<file path="src/rtl/sync_fifo_param.sv">
// rtl/sync_fifo_param.sv - parametrised single-clock FIFO with exact count, thresholds and sticky errors
// Define SYNC_FIFO_FWFT_EN for first-word-fall-through reads; default is a 1-cycle registered read.
module sync_fifo_param #(
  parameter int DATA_W   = 16,
  parameter int DEPTH    = 8,
  parameter int AF_LEVEL = 6,
  parameter int AE_LEVEL = 2,
  localparam int ADDR_W  = $clog2(DEPTH),
  localparam int CNT_W   = ADDR_W + 1
) (
  input  logic              clk,
  input  logic              rst_n,
  input  logic              i_push,
  input  logic [DATA_W-1:0] i_data,
  input  logic              i_pop,
  output logic [DATA_W-1:0] o_data,
  output logic              o_valid,
  output logic [CNT_W-1:0]  o_count,
  output logic              o_full,
  output logic              o_empty,
  output logic              o_almost_full,
  output logic              o_almost_empty,
  output logic              o_overflow,
  output logic              o_underflow,
  input  logic              i_clr_err
);

  logic [DATA_W-1:0] mem_q [DEPTH];
  logic [DATA_W-1:0] mem_d [DEPTH];
  logic [ADDR_W-1:0] wr_ptr_q, wr_ptr_d;
  logic [ADDR_W-1:0] rd_ptr_q, rd_ptr_d;
  logic [CNT_W-1:0]  count_q, count_d;
  logic              overflow_q, overflow_d;
  logic              underflow_q, underflow_d;
  logic              full, empty, push_ok, pop_ok;

  // Full/empty come from the registered count only, never from pointer compare.
  assign full  = (count_q == CNT_W'(DEPTH));
  assign empty = (count_q == '0);

  always_comb begin
    pop_ok      = i_pop & ~empty;
    push_ok     = i_push & (~full | pop_ok);
    wr_ptr_d    = wr_ptr_q;
    rd_ptr_d    = rd_ptr_q;
    count_d     = count_q + CNT_W'(push_ok) - CNT_W'(pop_ok);
    mem_d       = mem_q;
    overflow_d  = (overflow_q & ~i_clr_err) | (i_push & ~push_ok);
    underflow_d = (underflow_q & ~i_clr_err) | (i_pop & ~pop_ok);
    if (push_ok) begin
      mem_d[wr_ptr_q] = i_data;
      wr_ptr_d        = wr_ptr_q + ADDR_W'(1);
    end
    if (pop_ok) begin
      rd_ptr_d = rd_ptr_q + ADDR_W'(1);
    end
  end

  always_ff @(posedge clk) begin
    mem_q <= mem_d;
    if (!rst_n) begin
      wr_ptr_q    <= '0;
      rd_ptr_q    <= '0;
      count_q     <= '0;
      overflow_q  <= 1'b0;
      underflow_q <= 1'b0;
    end else begin
      wr_ptr_q    <= wr_ptr_d;
      rd_ptr_q    <= rd_ptr_d;
      count_q     <= count_d;
      overflow_q  <= overflow_d;
      underflow_q <= underflow_d;
    end
  end

`ifdef SYNC_FIFO_FWFT_EN
  assign o_data  = mem_q[rd_ptr_q];
  assign o_valid = ~empty;
`else
  logic [DATA_W-1:0] data_q, data_d;
  logic              valid_q, valid_d;

  always_comb begin
    data_d  = data_q;
    valid_d = pop_ok;
    if (pop_ok) begin
      data_d = mem_q[rd_ptr_q];
    end
  end

  always_ff @(posedge clk) begin
    if (!rst_n) begin
      data_q  <= '0;
      valid_q <= 1'b0;
    end else begin
      data_q  <= data_d;
      valid_q <= valid_d;
    end
  end

  assign o_data  = data_q;
  assign o_valid = valid_q;
`endif

  assign o_count        = count_q;
  assign o_full         = full;
  assign o_empty        = empty;
  assign o_almost_full  = (count_q >= CNT_W'(AF_LEVEL));
  assign o_almost_empty = (count_q <= CNT_W'(AE_LEVEL));
  assign o_overflow     = overflow_q;
  assign o_underflow    = underflow_q;

endmodule
</file>
<file path="config.mk">
export PLATFORM = sky130hd
export DESIGN_NAME = sync_fifo_param
export DESIGN_NICKNAME = d
export VERILOG_FILES = /design/src/rtl/sync_fifo_param.sv
export SDC_FILE = /design/constraint.sdc
export NUM_CORES = 1
export LEC_CHECK = 0
export BUFFER_PORTS_ARGS = -buffer_cell sky130_fd_sc_hd__buf_4
export CORE_MARGIN = 2
export CORE_UTILIZATION = 30
export CTS_CLUSTER_DIAMETER = 80
export DETAILED_ROUTE_END_ITERATION = 6
export GPL_TIMING_DRIVEN = 0
export PLACE_DENSITY = 0.43
export SLEW_MARGIN = 10
export SYNTH_ARGS = -nofsm -noshare
export SYNTH_HDL_FRONTEND = slang
export SYNTH_SLANG_ARGS = --single-unit
</file>
<file path="constraint.sdc">
create_clock -name clk -period 4.2 [get_ports clk]
set_input_delay 0.42 -clock clk [delete_from_list [all_inputs] [get_ports clk]]
set_output_delay 0.42 -clock clk [all_outputs]
set_load 0.02 [all_outputs]
</file>
==> out/metrics.cfg <==
[status]
status=finished clean

[cts]
postCtsResizedCells=0
clk_latency_ns=0.42
clk_pin_slew_ns=0.06
clkSinkCount=157
hold_buffers=0
clockBufferDepth=2
cts_setup_buffers=0
cts-root-buf=clkbuf_16
cts_buffers=17
cts_tree=done
htree_levels=4

[logic_synthesis]
synth_edf_count=128
postSynthCellCount=362
async_flop_share_pct=0
yosysSeqAreaShare_pct=72.15
netlist_area_sq_um=6132
ys_types=35
syn_avg_cell_area_sq_um=16.94
synth_nets=394
synth-main-ff-cell=edfxtp_1
yosysMostFrequentCell=edfxtp_1
synth_top_cell_by_area=edfxtp_1
ys_ff_latch=157
synthTopCellsByArea=edfxtp_1, mux2i_1, dfxtp_1
synth_commonest_cells=edfxtp_1, mux2i_1, a22oi_1
synth.top_cell.area_share_pct=62.68
yosysWarningCount=0

[finish]
area_delta_synth_final_pct=23.18
final_nets=474
design_area_sq_um=7553
antennaDiodeCount=0
drive_gt1_share_pct=26.65
stdcell_count=724
final_core_util_pct=37.45

[global_routing]
grt_util_met3_pct=3.696
grt_max_degree=17
grt_pass1_wl_mm=21.15
globalRouteMet2Util_pct=23.00
grt_usage_pct=13.67
grt_pass1_vias=3447
grt_antenna_before_repair=0
use_met1_pct=17.45
gr-total-overflow=0
gr-max-usage-layer=met2

[routing]
vias=3315
avgRoutedWirePerCell_um=19.56
drt-initial-drc-count=169
drt_first_pass_iters=4
totalWireLength_mm=14.16
drtAntennaViolNets=0
vias_per_cell=4.579
drc=0

[power]
finalPower_uw=4651
powerDensity_nw_per_um2=615.7
ir_drop_mv=0.3675
p_leak_uw=0.002667

[critical_path]
crit_fanout=7
crit_path_start_kind=register
startpoint=o_count[2]$_SDFF_PN0_
critPathArrivalTime_ns=2.83
worstSetupPathType=register to register
reg2reg_from=o_count[2]$_SDFF_PN0_
required_ns=4.51
r2r_slack_ns=1.67
end_kind=register

[placement]
io_buffer_count=47
gp_congestion=0.7230
hpwl_mm=9.648
dpl-instance-area_sq_um=6988
dp.cells=693

[sta]
period_needed_ns=2.525
finalMaxSlewViolations=0
worst_pin_slew_ns=0.8013
rsz0062_at_grt=no
hold_violations=0
slew_headroom_pct=46.38
fmax_ghz=0.3960
finClkSkew_ns=0.01581
hold_ws_ns=0.2302
finalSetupViolations=0
fin_crit_sh_pct=60.12

[floorplanning]
die-width_um=147.0
rows=52
core_sq_um=20170
die_area_sq_um=21600
ios=48
fp.dieH_um=147.0
initial_core_util_pct=30.40

[min_path]
hp-class=input pin to register
min-delay-start=i_data[4]

[job]
maxCapViolations=0

## flip-flops by register name, indices dropped and copies added, names as in the netlist
register     cells
wr_ptr_q         3
rd_ptr_q         3
mem_q          128
o_valid          1
o_overflow       1
o_count          4
o_data          16
o_underflow      1
## area by class of cell
type                            count  area, sq um
Fill cell                        1930        12620
Timing Repair Buffer               61        484.2
Clock buffer                       20        446.7
Multi-Input combinational cell    178         1580
Inverter                           10        37.54
Sequential cell                   157         4424
Buffer                             17        123.9
Clock inverter                     11        118.9
Tap cell                          270        337.8
## worst paths after layout
check | end | depth (start not counted)
min reg2reg | o_data[4]$_SDFFE_PN0P_ | 1
min | mem_q[20]$_DFFE_PP_ | 1
max reg2reg | o_count[1]$_SDFF_PN0_ | 9
max | o_count[1]$_SDFF_PN0_ | 9
## metal layers
layer / up-vias / wire [um] / part of all wire (%)
li1: 1590 / - / -
met1: 1649 / 6417 / 45
met2: 70 / 7084 / 50
met3: 6 / 577 / 4.1
met4: 0 / 84 / 0.59
met5: - / 0 / 0
## where the power goes
group / internal, uW / switching (uW) / leakage, uW
sequential: 1850 / 88.2 / 0.00140
combinational: 535 / 706 / 0.000998
clock: 884 / 591 / 0.000270
total: 3260 / 1390 / 0.00267
## critical path, stage by stage (launching register included)
cell     delay (ns)
dfxtp_1        0.32
inv_1          0.12
ha_1           0.16
or3b_4         0.41
o21ai_4        0.31
ha_1           0.29
inv_1          0.06
ha_1           0.17
fa_1           0.40
and2_1         0.16
## stage by stage
stage                     worst slack [ns]  TNS, ns
after floorplan                      1.048        0
after global placement             -0.7881   -12.58
after detailed placement             1.660        0
after CTS                            1.633        0
after global routing                 1.481        0
final                                1.675        0
## placed cells by master, fill, tap and decap left out, types with 5 or more instances in the layout
cell type    n
inv_1       10
nand2_1      5
buf_4       64
ha_1        10
a22oi_1     33
a32o_1      15
dfxtp_1     29
clkbuf_16   17
mux2i_1     65
nor2_1      10
edfxtp_1   128
## kinds of logic (layout without fill, tap and decap cells)
family / after synthesis / after routing / share of synthesized area (%)
flops: 157 / 157 / 72.15
mux: 65 / 65 / 10.61
compound gates: 58 / 58 / 8.019
simple gates: 38 / 38 / 3.367
buf+inv: 27 / 119 / 2.632
fa+ha+maj: 11 / 11 / 2.367
xor+xnor: 6 / 6 / 0.8571
Power figures use the tool's default switching activity.
